## config.mk

```make
export PLATFORM = sky130hd
export DESIGN_NAME = mem_access_ctrl_flat
export DESIGN_NICKNAME = d
export VERILOG_FILES = /design/src/rtl/mem_access_ctrl_pkg.sv /design/src/rtl/mem_access_ctrl_if.sv /design/src/rtl/mem_access_ctrl_toggle_detect.sv /design/src/rtl/mem_access_ctrl.sv /design/src/flat_wrapper.sv
export SDC_FILE = /design/constraint.sdc
export NUM_CORES = 1
export LEC_CHECK = 0
export ABC_AREA = 1
export CORE_MARGIN = 2
export CORE_UTILIZATION = 30
export CTS_BUF_LIST = sky130_fd_sc_hd__clkbuf_4
export CTS_CLUSTER_DIAMETER = 120
export DETAILED_ROUTE_END_ITERATION = 12
export GPL_ROUTABILITY_DRIVEN = 0
export SLEW_MARGIN = 40
export SYNTH_ARGS = -nofsm -noshare
export SYNTH_HDL_FRONTEND = slang
export SYNTH_SLANG_ARGS = --single-unit
```

## constraint.sdc

```tcl
create_clock -name clock -period 1.3 [get_ports clock]
set_input_delay 0.13 -clock clock [delete_from_list [all_inputs] [get_ports clock]]
set_output_delay 0.13 -clock clock [all_outputs]
set_load 0.02 [all_outputs]
```

## src/rtl/mem_access_ctrl_pkg.sv

```systemverilog
// Shared opcodes, FSM states and default widths for the nRisc data-memory path.
// Imported by the access controller and by any model of the memory itself.
package nrisc_mem_pkg;

    localparam int DATA_W_DEF         = 8;
    localparam int ADDR_W_DEF         = 8;
    localparam int TIMEOUT_CYCLES_DEF = 16;

    localparam logic [2:0] OP_NOP = 3'b000;
    localparam logic [2:0] OP_SW  = 3'b100;
    localparam logic [2:0] OP_LW  = 3'b101;

    typedef enum logic [1:0] {
        IDLE  = 2'd0,
        ISSUE = 2'd1,
        WAIT  = 2'd2,
        RESP  = 2'd3
    } state_t;

    function automatic logic [2:0] op_for(input logic is_write);
        return is_write ? OP_SW : OP_LW;
    endfunction

endpackage

```

## src/rtl/mem_access_ctrl_if.sv

```systemverilog
// Request, memory-bus and response signals between the execute stage, the
// access controller (master) and the requester/memory side (slave).
interface mem_access_ctrl_if
    import nrisc_mem_pkg::*;
#(
    parameter int DATA_W = DATA_W_DEF,
    parameter int ADDR_W = ADDR_W_DEF
);
    logic              req_valid;
    logic              req_write;
    logic [ADDR_W-1:0] req_addr;
    logic [DATA_W-1:0] req_wdata;
    logic              req_ready;
    logic [2:0]        mem_instruction;
    logic [DATA_W-1:0] mem_alpha;
    logic [ADDR_W-1:0] mem_beta;
    logic [DATA_W-1:0] mem_data_in;
    logic              mem_signal;
    logic              rsp_valid;
    logic [DATA_W-1:0] rsp_rdata;
    logic              busy;
    logic              timeout_err;

    modport master (
        input  req_valid, req_write, req_addr, req_wdata, mem_data_in, mem_signal,
        output req_ready, mem_instruction, mem_alpha, mem_beta,
               rsp_valid, rsp_rdata, busy, timeout_err
    );

    modport slave (
        output req_valid, req_write, req_addr, req_wdata, mem_data_in, mem_signal,
        input  req_ready, mem_instruction, mem_alpha, mem_beta,
               rsp_valid, rsp_rdata, busy, timeout_err
    );
endinterface

```

## src/rtl/mem_access_ctrl_toggle_detect.sv

```systemverilog
// Turns the memory's level-toggling done signal into a one-cycle pulse.
// Only changes seen while armed count; otherwise the stored level resyncs.
module toggle_detect (
    input  logic clock,
    input  logic reset,
    input  logic sig,
    input  logic arm,
    output logic done
);
    logic last_sig_r;

    assign done = arm & (sig ^ last_sig_r);

    // Remember the last consumed level of sig
    always_ff @(posedge clock) begin
        if (reset || !arm) begin
            last_sig_r <= sig;
        end else if (done) begin
            last_sig_r <= sig;
        end else begin
            last_sig_r <= last_sig_r;
        end
    end
endmodule

```

## src/rtl/mem_access_ctrl.sv

```systemverilog
// Core-side initiator for the nRisc data memory: one load/store at a time.
// Optional WAIT-state abort is compiled in with NRISC_MEM_TIMEOUT_EN.
module mem_access_ctrl
    import nrisc_mem_pkg::*;
#(
    parameter int DATA_W = DATA_W_DEF,
    parameter int ADDR_W = ADDR_W_DEF
`ifdef NRISC_MEM_TIMEOUT_EN
    ,
    parameter int TIMEOUT_CYCLES = TIMEOUT_CYCLES_DEF
`endif
) (
    input  logic              clock,
    input  logic              reset,
    mem_access_ctrl_if.master bus
);
    state_t state_r;
    logic   is_write_r;
    logic   arm_s;
    logic   done_s;

`ifdef NRISC_MEM_TIMEOUT_EN
    localparam int CNT_W = $clog2(TIMEOUT_CYCLES + 1);
    logic [CNT_W-1:0] wait_cnt_r;
`else
    assign bus.timeout_err = 1'b0;
`endif

    assign arm_s = (state_r == WAIT);

    toggle_detect u_toggle (
        .clock (clock),
        .reset (reset),
        .sig   (bus.mem_signal),
        .arm   (arm_s),
        .done  (done_s)
    );

    // Transfer FSM; all bus and response outputs are registered here
    always_ff @(posedge clock) begin
        if (reset) begin
            state_r             <= IDLE;
            is_write_r          <= 1'b0;
            bus.req_ready       <= 1'b1;
            bus.busy            <= 1'b0;
            bus.mem_instruction <= OP_NOP;
            bus.mem_alpha       <= {DATA_W{1'b0}};
            bus.mem_beta        <= {ADDR_W{1'b0}};
            bus.rsp_valid       <= 1'b0;
            bus.rsp_rdata       <= {DATA_W{1'b0}};
`ifdef NRISC_MEM_TIMEOUT_EN
            wait_cnt_r          <= {CNT_W{1'b0}};
            bus.timeout_err     <= 1'b0;
`endif
        end else begin
            case (state_r)
                IDLE: begin
                    bus.rsp_valid <= 1'b0;
                    if (bus.req_valid) begin
                        state_r             <= ISSUE;
                        is_write_r          <= bus.req_write;
                        bus.req_ready       <= 1'b0;
                        bus.busy            <= 1'b1;
                        bus.mem_instruction <= op_for(bus.req_write);
                        bus.mem_beta        <= bus.req_addr;
                        // Loads present a zero data word so the bus carries no stale store data
                        bus.mem_alpha       <= bus.req_write ? bus.req_wdata : {DATA_W{1'b0}};
                    end else begin
                        state_r <= IDLE;
                    end
                end
                ISSUE: begin
                    state_r             <= WAIT;
                    bus.mem_instruction <= OP_NOP;
`ifdef NRISC_MEM_TIMEOUT_EN
                    wait_cnt_r          <= {CNT_W{1'b0}};
`endif
                end
                WAIT: begin
                    if (done_s) begin
                        state_r       <= RESP;
                        bus.rsp_valid <= 1'b1;
                        if (!is_write_r) begin
                            bus.rsp_rdata <= bus.mem_data_in;
                        end
                    end
`ifdef NRISC_MEM_TIMEOUT_EN
                    else if (wait_cnt_r == CNT_W'(TIMEOUT_CYCLES - 1)) begin
                        state_r         <= RESP;
                        bus.rsp_valid   <= 1'b1;
                        bus.rsp_rdata   <= {DATA_W{1'b0}};
                        bus.timeout_err <= 1'b1;
                    end else begin
                        wait_cnt_r <= wait_cnt_r + CNT_W'(1);
                    end
`else
                    else begin
                        state_r <= WAIT;
                    end
`endif
                end
                RESP: begin
                    state_r       <= IDLE;
                    bus.rsp_valid <= 1'b0;
                    bus.req_ready <= 1'b1;
                    bus.busy      <= 1'b0;
                end
                default: begin
                    state_r             <= IDLE;
                    bus.rsp_valid       <= 1'b0;
                    bus.req_ready       <= 1'b1;
                    bus.busy            <= 1'b0;
                    bus.mem_instruction <= OP_NOP;
                end
            endcase
        end
    end
endmodule

```

## src/flat_wrapper.sv

```systemverilog
// flat-port wrapper written by rule: the top's interface ports become plain ports
module mem_access_ctrl_flat import nrisc_mem_pkg::*;
#(
    parameter int DATA_W = DATA_W_DEF,
    parameter int ADDR_W = ADDR_W_DEF

)
  (clock, reset, bus_req_valid, bus_req_write, bus_req_addr, bus_req_wdata, bus_mem_data_in, bus_mem_signal, bus_req_ready, bus_mem_instruction, bus_mem_alpha, bus_mem_beta, bus_rsp_valid, bus_rsp_rdata, bus_busy, bus_timeout_err);
  mem_access_ctrl_if #(.DATA_W(DATA_W), .ADDR_W(ADDR_W)) bus_i ();
  input  logic clock;
  input  logic reset;
  input wire logic [$bits(bus_i.req_valid)-1:0] bus_req_valid;
  input wire logic [$bits(bus_i.req_write)-1:0] bus_req_write;
  input wire logic [$bits(bus_i.req_addr)-1:0] bus_req_addr;
  input wire logic [$bits(bus_i.req_wdata)-1:0] bus_req_wdata;
  input wire logic [$bits(bus_i.mem_data_in)-1:0] bus_mem_data_in;
  input wire logic [$bits(bus_i.mem_signal)-1:0] bus_mem_signal;
  output wire logic [$bits(bus_i.req_ready)-1:0] bus_req_ready;
  output wire logic [$bits(bus_i.mem_instruction)-1:0] bus_mem_instruction;
  output wire logic [$bits(bus_i.mem_alpha)-1:0] bus_mem_alpha;
  output wire logic [$bits(bus_i.mem_beta)-1:0] bus_mem_beta;
  output wire logic [$bits(bus_i.rsp_valid)-1:0] bus_rsp_valid;
  output wire logic [$bits(bus_i.rsp_rdata)-1:0] bus_rsp_rdata;
  output wire logic [$bits(bus_i.busy)-1:0] bus_busy;
  output wire logic [$bits(bus_i.timeout_err)-1:0] bus_timeout_err;
  assign bus_i.req_valid = bus_req_valid;
  assign bus_i.req_write = bus_req_write;
  assign bus_i.req_addr = bus_req_addr;
  assign bus_i.req_wdata = bus_req_wdata;
  assign bus_i.mem_data_in = bus_mem_data_in;
  assign bus_i.mem_signal = bus_mem_signal;
  assign bus_req_ready = bus_i.req_ready;
  assign bus_mem_instruction = bus_i.mem_instruction;
  assign bus_mem_alpha = bus_i.mem_alpha;
  assign bus_mem_beta = bus_i.mem_beta;
  assign bus_rsp_valid = bus_i.rsp_valid;
  assign bus_rsp_rdata = bus_i.rsp_rdata;
  assign bus_busy = bus_i.busy;
  assign bus_timeout_err = bus_i.timeout_err;
  mem_access_ctrl #(.DATA_W(DATA_W), .ADDR_W(ADDR_W)) u_core (.clock(clock), .reset(reset), .bus(bus_i));
endmodule
```

# Word level (Yosys, flattened, before mapping)

Index checks and enable logic that the tools add are counted.

Register bits: 34
Input port bits: 29
Output and inout bits: 31
Word-level logic and storage cells: 46

Eq/ne operators: 5
Mux-type cells: 15
Bitwise operators: 3
Reductions and logical operators: 13

Operator list:

| operator             | number |
|---|---|
| $mux W1              | 8 |
| $mux W8              | 1 |
| $pmux W2 S4          | 1 |
| $reduce_and A2 Y1    | 4 |
| $reduce_bool A2 Y1   | 4 |
| $pmux W1 S2          | 3 |
| $pmux W3 S2          | 1 |
| $eq A2 B2 Y1 const B | 2 |
| $mux W3              | 1 |
| $reduce_and A3 Y1    | 1 |
| $eq A2 B1 Y1 const B | 1 |
| $logic_not A2 Y1     | 1 |
| $ne A2 B1 Y1 const B | 1 |
| $ne A2 B2 Y1 const B | 1 |
| $reduce_or A2 Y1     | 1 |
| $and A1 B1 Y1        | 1 |
| $logic_not A1 Y1     | 1 |
| $logic_or A1 B1 Y1   | 1 |
| $not A1 Y1           | 1 |
| $xor A1 B1 Y1        | 1 |

# Depth between registers and ports, before layout

Depth in word-level cells: 4
Depth in mapped cells: 7

# Modules after synthesis

Synthesis repeated with hierarchy kept, for this count alone.

Cell total of the unflattened synthesis: 191
Area total of the unflattened synthesis: 1420.1 sq um

Modules (own cells, without submodules):

| module          | times used | cells an instance | area each (sq um) |
|---|---|---|---|
| mem_access_ctrl | 1          | 179               | 1346.3 |
| toggle_detect   | 1          | 12                | 73.8 |

# Least setup slack after synthesis

No wires, ideal clock.

Path kind: register to register
Start: reg u_core.state_r[0]
End: reg u_core.bus.req_ready
Setup time: 0.119 ns
Arrival time: 1.106 ns
Slack: 0.075 ns
Stages on the path, launching flop included: 8
Buffers on the path: 1
Clock period less this slack: 1.225 ns
Path through: dfxtp_1 inv_1 ha_1 nand2_2 buf_6 o21ai_0 o21ai_0 nand2_1

Word-level cells in the longest chain between the ends: 3

Ends and longest elaborated chain:

| element                                                             | RTL line                 | RTL |
|---|---|---|
| from (decl)                                                         | mem_access_ctrl.sv:17    | `state_t state_r;` |
| from (signal assigned)                                              | mem_access_ctrl.sv:42    | `state_r <= IDLE;` |
| from (signal assigned)                                              | mem_access_ctrl.sv:60    | `state_r <= ISSUE;` |
| from (signal assigned)                                              | mem_access_ctrl.sv:69    | `state_r <= IDLE;` |
| $eq A2 B2 Y1 / $logic_not A2 Y1 (equally long branches)             | mem_access_ctrl.sv:56    | `case (state_r)` |
| $reduce_bool A2 Y1 (no line) / $ne A2 B2 Y1 (equally long branches) | --                       |  |
| $reduce_and A2 Y1 (no line)                                         | --                       |  |
| to (signal assigned)                                                | mem_access_ctrl.sv:44    | `bus.req_ready <= 1'b1;` |
| to (signal assigned)                                                | mem_access_ctrl.sv:62    | `bus.req_ready <= 1'b0;` |
| to (signal assigned)                                                | mem_access_ctrl.sv:105   | `bus.req_ready <= 1'b1;` |
| to (decl)                                                           | mem_access_ctrl_if.sv:26 | `output req_ready, mem_instruction, mem_alpha, mem_beta,` |

Parallel ways exist; a longest one is shown, timed or not.
A chain may end at the register's enable or synchronous reset.

# Worst setup path in the final report

Start: reg u_core.state_r[0]
End: reg u_core.bus.rsp_rdata[1] (netlist bit)

Word-level cells in the longest chain between the ends: 3

Ends and longest elaborated chain:

| element                       | RTL line                                     | RTL |
|---|---|---|
| $eq A2 B2 Y1 *                | mem_access_ctrl.sv:29, mem_access_ctrl.sv:56 |  |
| $and A1 B1 Y1                 | mem_access_ctrl_toggle_detect.sv:12          | `assign done = arm & (sig ^ last_sig_r);` |
| $reduce_and A3 Y1 (no line) * | --                                           |  |
| to (signal assigned)          | mem_access_ctrl.sv:50                        | `bus.rsp_rdata <= {DATA_W{1'b0}};` |
| to (signal assigned)          | mem_access_ctrl.sv:84                        | `bus.rsp_rdata <= bus.mem_data_in;` |
| to (decl)                     | mem_access_ctrl_if.sv:27                     | `rsp_valid, rsp_rdata, busy, timeout_err` |

Mark *: on every way between the ends. The rest lies on a longest branch, timed or not.

==> parameters.txt <==
Parameter                              Value

Outcome
  Run status ... completed

Setup path
  Element type at the critical path start ... register
  Data required time of the worst path ... about 1500 ps
  Worst Setup End Kind ... register
  Arrival time of the worst setup path ... 1430 ps
  Maximum net fanout on the critical path ... 8
  Class of the most critical setup path ... reg2reg

Cells and area
  Post-layout instance area ... 0.00209 mm²
  Nets ... 278
  Area Growth Syn to Fin ... 53.4%
  Total inserted antenna cells ... 0
  Utilization after layout ... 48.0%
  Layout Cells excl Fill ... 298
  Share of cells above drive strength 1 ... between 10% and 20%

Synthesis
  Share of the synthesized area in compound gates (AO/OA/AOI/OAI) ... 10.1%
  Mean instance size in the synthesized netlist ... ~7.7 µm²
  Area share of the largest cell type after synthesis ... a little under half
  Mapped Cells ... 177
  Area share of xor/xnor cells in the synthesized design ... 0%
  Asr flop ratio synth ... 0%
  Synth Area in Adders ... 3.67%
  Area share of and/or/nand/nor cells after synthesis ... 25.8%
  Top cells by area, synth ... sky130_fd_sc_hd__dfxtp_1 (47%), sky130_fd_sc_hd__nand2_1 (12%), sky130_fd_sc_hd__nor2_1 (9.1%)
  Dominant synthesized flop cell ... sky130_fd_sc_hd__dfxtp_1
  Synthesized area ... 0.00136 mm²
  Number of flops mapped to enable cells by yosys ... 1
  Multiplexer fraction of the synthesized cell area ... 0%
  Synthesis Warnings ... 0
  Seq/Total Area, Yosys ... approximately half
  Number of storage elements in the synthesis netlist ... 33
  Main combinational cell family by area after synthesis ... simple AND/OR/NAND/NOR gates
  Number of unique standard cell types used by synthesis ... 23
  Top cell type by total area after synthesis ... sky130_fd_sc_hd__dfxtp_1

Floorplanning
  Die Span X ... roughly 70 µm
  Area of the core ... 0.00435 mm²
  Die extent in y ... just over 70 µm
  Starting density of the core ... 31.3%
  # rows ... 24
  Area of the die ... 0.00510 mm²
  Num ports ... 60

Placement
  Worst Setup Slack post-DPL ... -40.5 ps
  Placed Instances ... 288
  Estimated wirelength of the detail-placed design ... approximately 2.4 mm
  # port buffers ... 57
  Post-DP Area ... 0.00201 mm²

Power and ir drop
  Switch share ... 29.8%
  Register share of total power ... 48.4%
  Peak ir drop on the vdd network ... 0.456 mV
  Clock share of power ... 26.2%
  Power Dens Cells ... 1120 mW/mm²
  Switching pwr ... around 0.7 mW
  Cell-internal power ... 1.65 mW
  Comb pwr share ... 25.4%
  Leak Pwr ... 1.04 nW

Drt
  Length of the first detailed-routing pass in iterations ... 4
  Vias/cell ... ~4.2
  Total detailed-routing wirelength ... between 3 and 4 mm
  DR vias ... about 1300
  Number of remaining DRC errors ... 0
  Iteration-0 DRC Markers ... 47
  Remaining antenna violation count after routing ... 0
  Mean routed wirelength per cell ... 11.1 µm

Global route
  Antenna violations before repair ... 0
  Maximum number of pins on one net before global-route repair ... 17
  Sum of overflow across all layers after global routing ... 0
  Vias in the first global route ... between 1000 and 1500
  Wire length of the first global-routing pass ... 5.19 mm
  GR Util All Layers ... roughly an eighth

Clock network
  Level count of the clock H-tree ... 2
  Number of buffers created by CTS ... 5
  Clock latency of the later-clocked register in the worst-skew pair ... 330 ps
  TritonCTS clock tree ... yes
  Maximum count of clock buffers along a single path ... 2
  TritonCTS sink count ... 33
  Clock slew at reported path FFs ... around 100 ps
  Root buffer selected by CTS ... sky130_fd_sc_hd__clkbuf_4
  Hold buffer count at cts ... 0

Timing
  Post-Route Skew ... 3.75 ps
  Setup violations, final ... 0
  Number of hold violations in the final report ... 0
  Period Utilization, post-route ... 92.5%
  Final setup margin ... 97.8 ps
  Unrepaired setup endpoints after global routing ... yes
  Total count of max-transition violations in the final report ... 0
  Clock period minus worst slack ... 1200 ps
  Achievable clock frequency ... between 0.8 and 0.9 GHz
  Hold Slack ... 339 ps

Flow run
  Number of maximum-capacitance constraint violations ... 0

Hold path
  Path class of the lowest-slack min-delay path ... in2reg
==> path summary, 6_finish.rpt <==
| kind | start | end | slack [ps] | cells after the start |
|---|---|---|---|---|
| setup / recovery | u_core.state_r[0] | u_core.bus.rsp_rdata[1] | 100 | 5 |
| hold / removal | bus_req_wdata[5] | u_core.bus.mem_alpha[5] | 340 | 3 |
| setup reg to reg | u_core.state_r[0] | u_core.bus.rsp_rdata[1] | 100 | 5 |
| hold reg to reg | u_core.bus.mem_alpha[2] | u_core.bus.mem_alpha[2] | 470 | 2 |
==> layer usage <==
metal  track usage, %  routed length, µm  vias to the layer above
li1                 -                  -                      678
met1             15.6               1530                      539
met2             21.1               1510                       34
met3             5.63                231                        6
met4             5.66                 56                        0
met5                0                  0                        -
==> flip-flops by register name, indices dropped and copies added (netlist names) <==
signal                      count
u_core.bus.mem_alpha            8
u_core.bus.mem_beta             8
u_core.bus.rsp_rdata            8
u_core.bus.mem_instruction      2
u_core.state_r                  2
u_core.bus.busy                 1
u_core.bus.req_ready            1
u_core.bus.rsp_valid            1
u_core.is_write_r               1
u_core.u_toggle.last_sig_r      1
==> what timing repair did <==
item / 4_1_cts / 5_1_grt
pin swaps: 0 / 2
buffers inserted: 0 / 1
setup endpoints to repair: 37 / 21
gates cloned: 0 / 1
gates resized for setup: 31 / 8
==> critical path, stage by stage (launching register included) <==
cell	delay, ps
sky130_fd_sc_hd__dfxtp_2	340
sky130_fd_sc_hd__inv_1	120
sky130_fd_sc_hd__ha_2	290
sky130_fd_sc_hd__nand4_4	160
sky130_fd_sc_hd__nor2_1	140
sky130_fd_sc_hd__nor2_1	60
==> placed cells by master (no fill, tap or decap), types with 2 or more instances in the layout <==
master                            synthesis  final
sky130_fd_sc_hd__dfxtp_2                  0      2
sky130_fd_sc_hd__buf_4                    2     11
sky130_fd_sc_hd__clkdlybuf4s50_1          0     28
sky130_fd_sc_hd__clkbuf_4                 0      8
sky130_fd_sc_hd__a21oi_1                 13     12
sky130_fd_sc_hd__ha_1                     4      2
sky130_fd_sc_hd__dfxtp_1                 32     30
sky130_fd_sc_hd__nand2_1                 42     42
sky130_fd_sc_hd__conb_1                   1      2
sky130_fd_sc_hd__nor2_1                  33     33
sky130_fd_sc_hd__o21ai_0                 10      9
sky130_fd_sc_hd__nand4_4                  1      2
sky130_fd_sc_hd__nand3_1                  2      2
sky130_fd_sc_hd__inv_1                   21     21
sky130_fd_sc_hd__dlygate4sd2_1            0     29
==> per-stage QoR <==
step / setup TNS (ps) / power [mW]
6_report: 0 / 2.35
3_3_place_gp: -222 / 1.77
5_1_grt: -82.1 / 2.50
4_1_cts: 0 / 2.35
2_1_floorplan: 0 / 1.48
3_5_place_dp: -262 / 1.77
==> synth_stat cells, types with 2 or more instances <==
cell type / number
sky130_fd_sc_hd__a21oi_1: 13
sky130_fd_sc_hd__o21ai_0: 10
sky130_fd_sc_hd__buf_2: 2
sky130_fd_sc_hd__nand3_1: 2
sky130_fd_sc_hd__buf_6: 3
sky130_fd_sc_hd__inv_1: 21
sky130_fd_sc_hd__nand2_1: 42
sky130_fd_sc_hd__buf_4: 2
sky130_fd_sc_hd__dfxtp_1: 32
sky130_fd_sc_hd__ha_1: 4
sky130_fd_sc_hd__nand2_2: 2
sky130_fd_sc_hd__nor2_1: 33
==> power by group through the flow <==
stage / Clock [mW] / Sequential, mW / Combinational [mW]
6_report: 0.614 / 1.14 / 0.596
3_3_place_gp: 0 / 1.16 / 0.610
4_1_cts: 0.642 / 1.14 / 0.576
3_5_place_dp: 0 / 1.16 / 0.614
5_1_grt: 0.691 / 1.15 / 0.657
2_1_floorplan: 0 / 1.24 / 0.242
==> cells by family (layout without fill, tap and decap cells) <==
kind of cell | after synthesis | count (layout)
buffers and inverters | 31 | 98
AOI/OAI and AO/OA | 26 | 26
DFF | 33 | 33
other | 1 | 2
adders and majority gates | 4 | 4
and+or+nand+nor | 82 | 83
==> layout make-up <==
| class | count | area (µm²) |
|---|---|---|
| clock buffers | 8 | 60.1 |
| fillers | 432 | 2260 |
| inverters | 22 | 85.1 |
| multi-input cells | 115 | 592 |
| flip-flops and latches | 33 | 673 |
| well taps | 52 | 65.1 |
| repair buffers | 68 | 617 |
(Power assumes the default switching activity.)
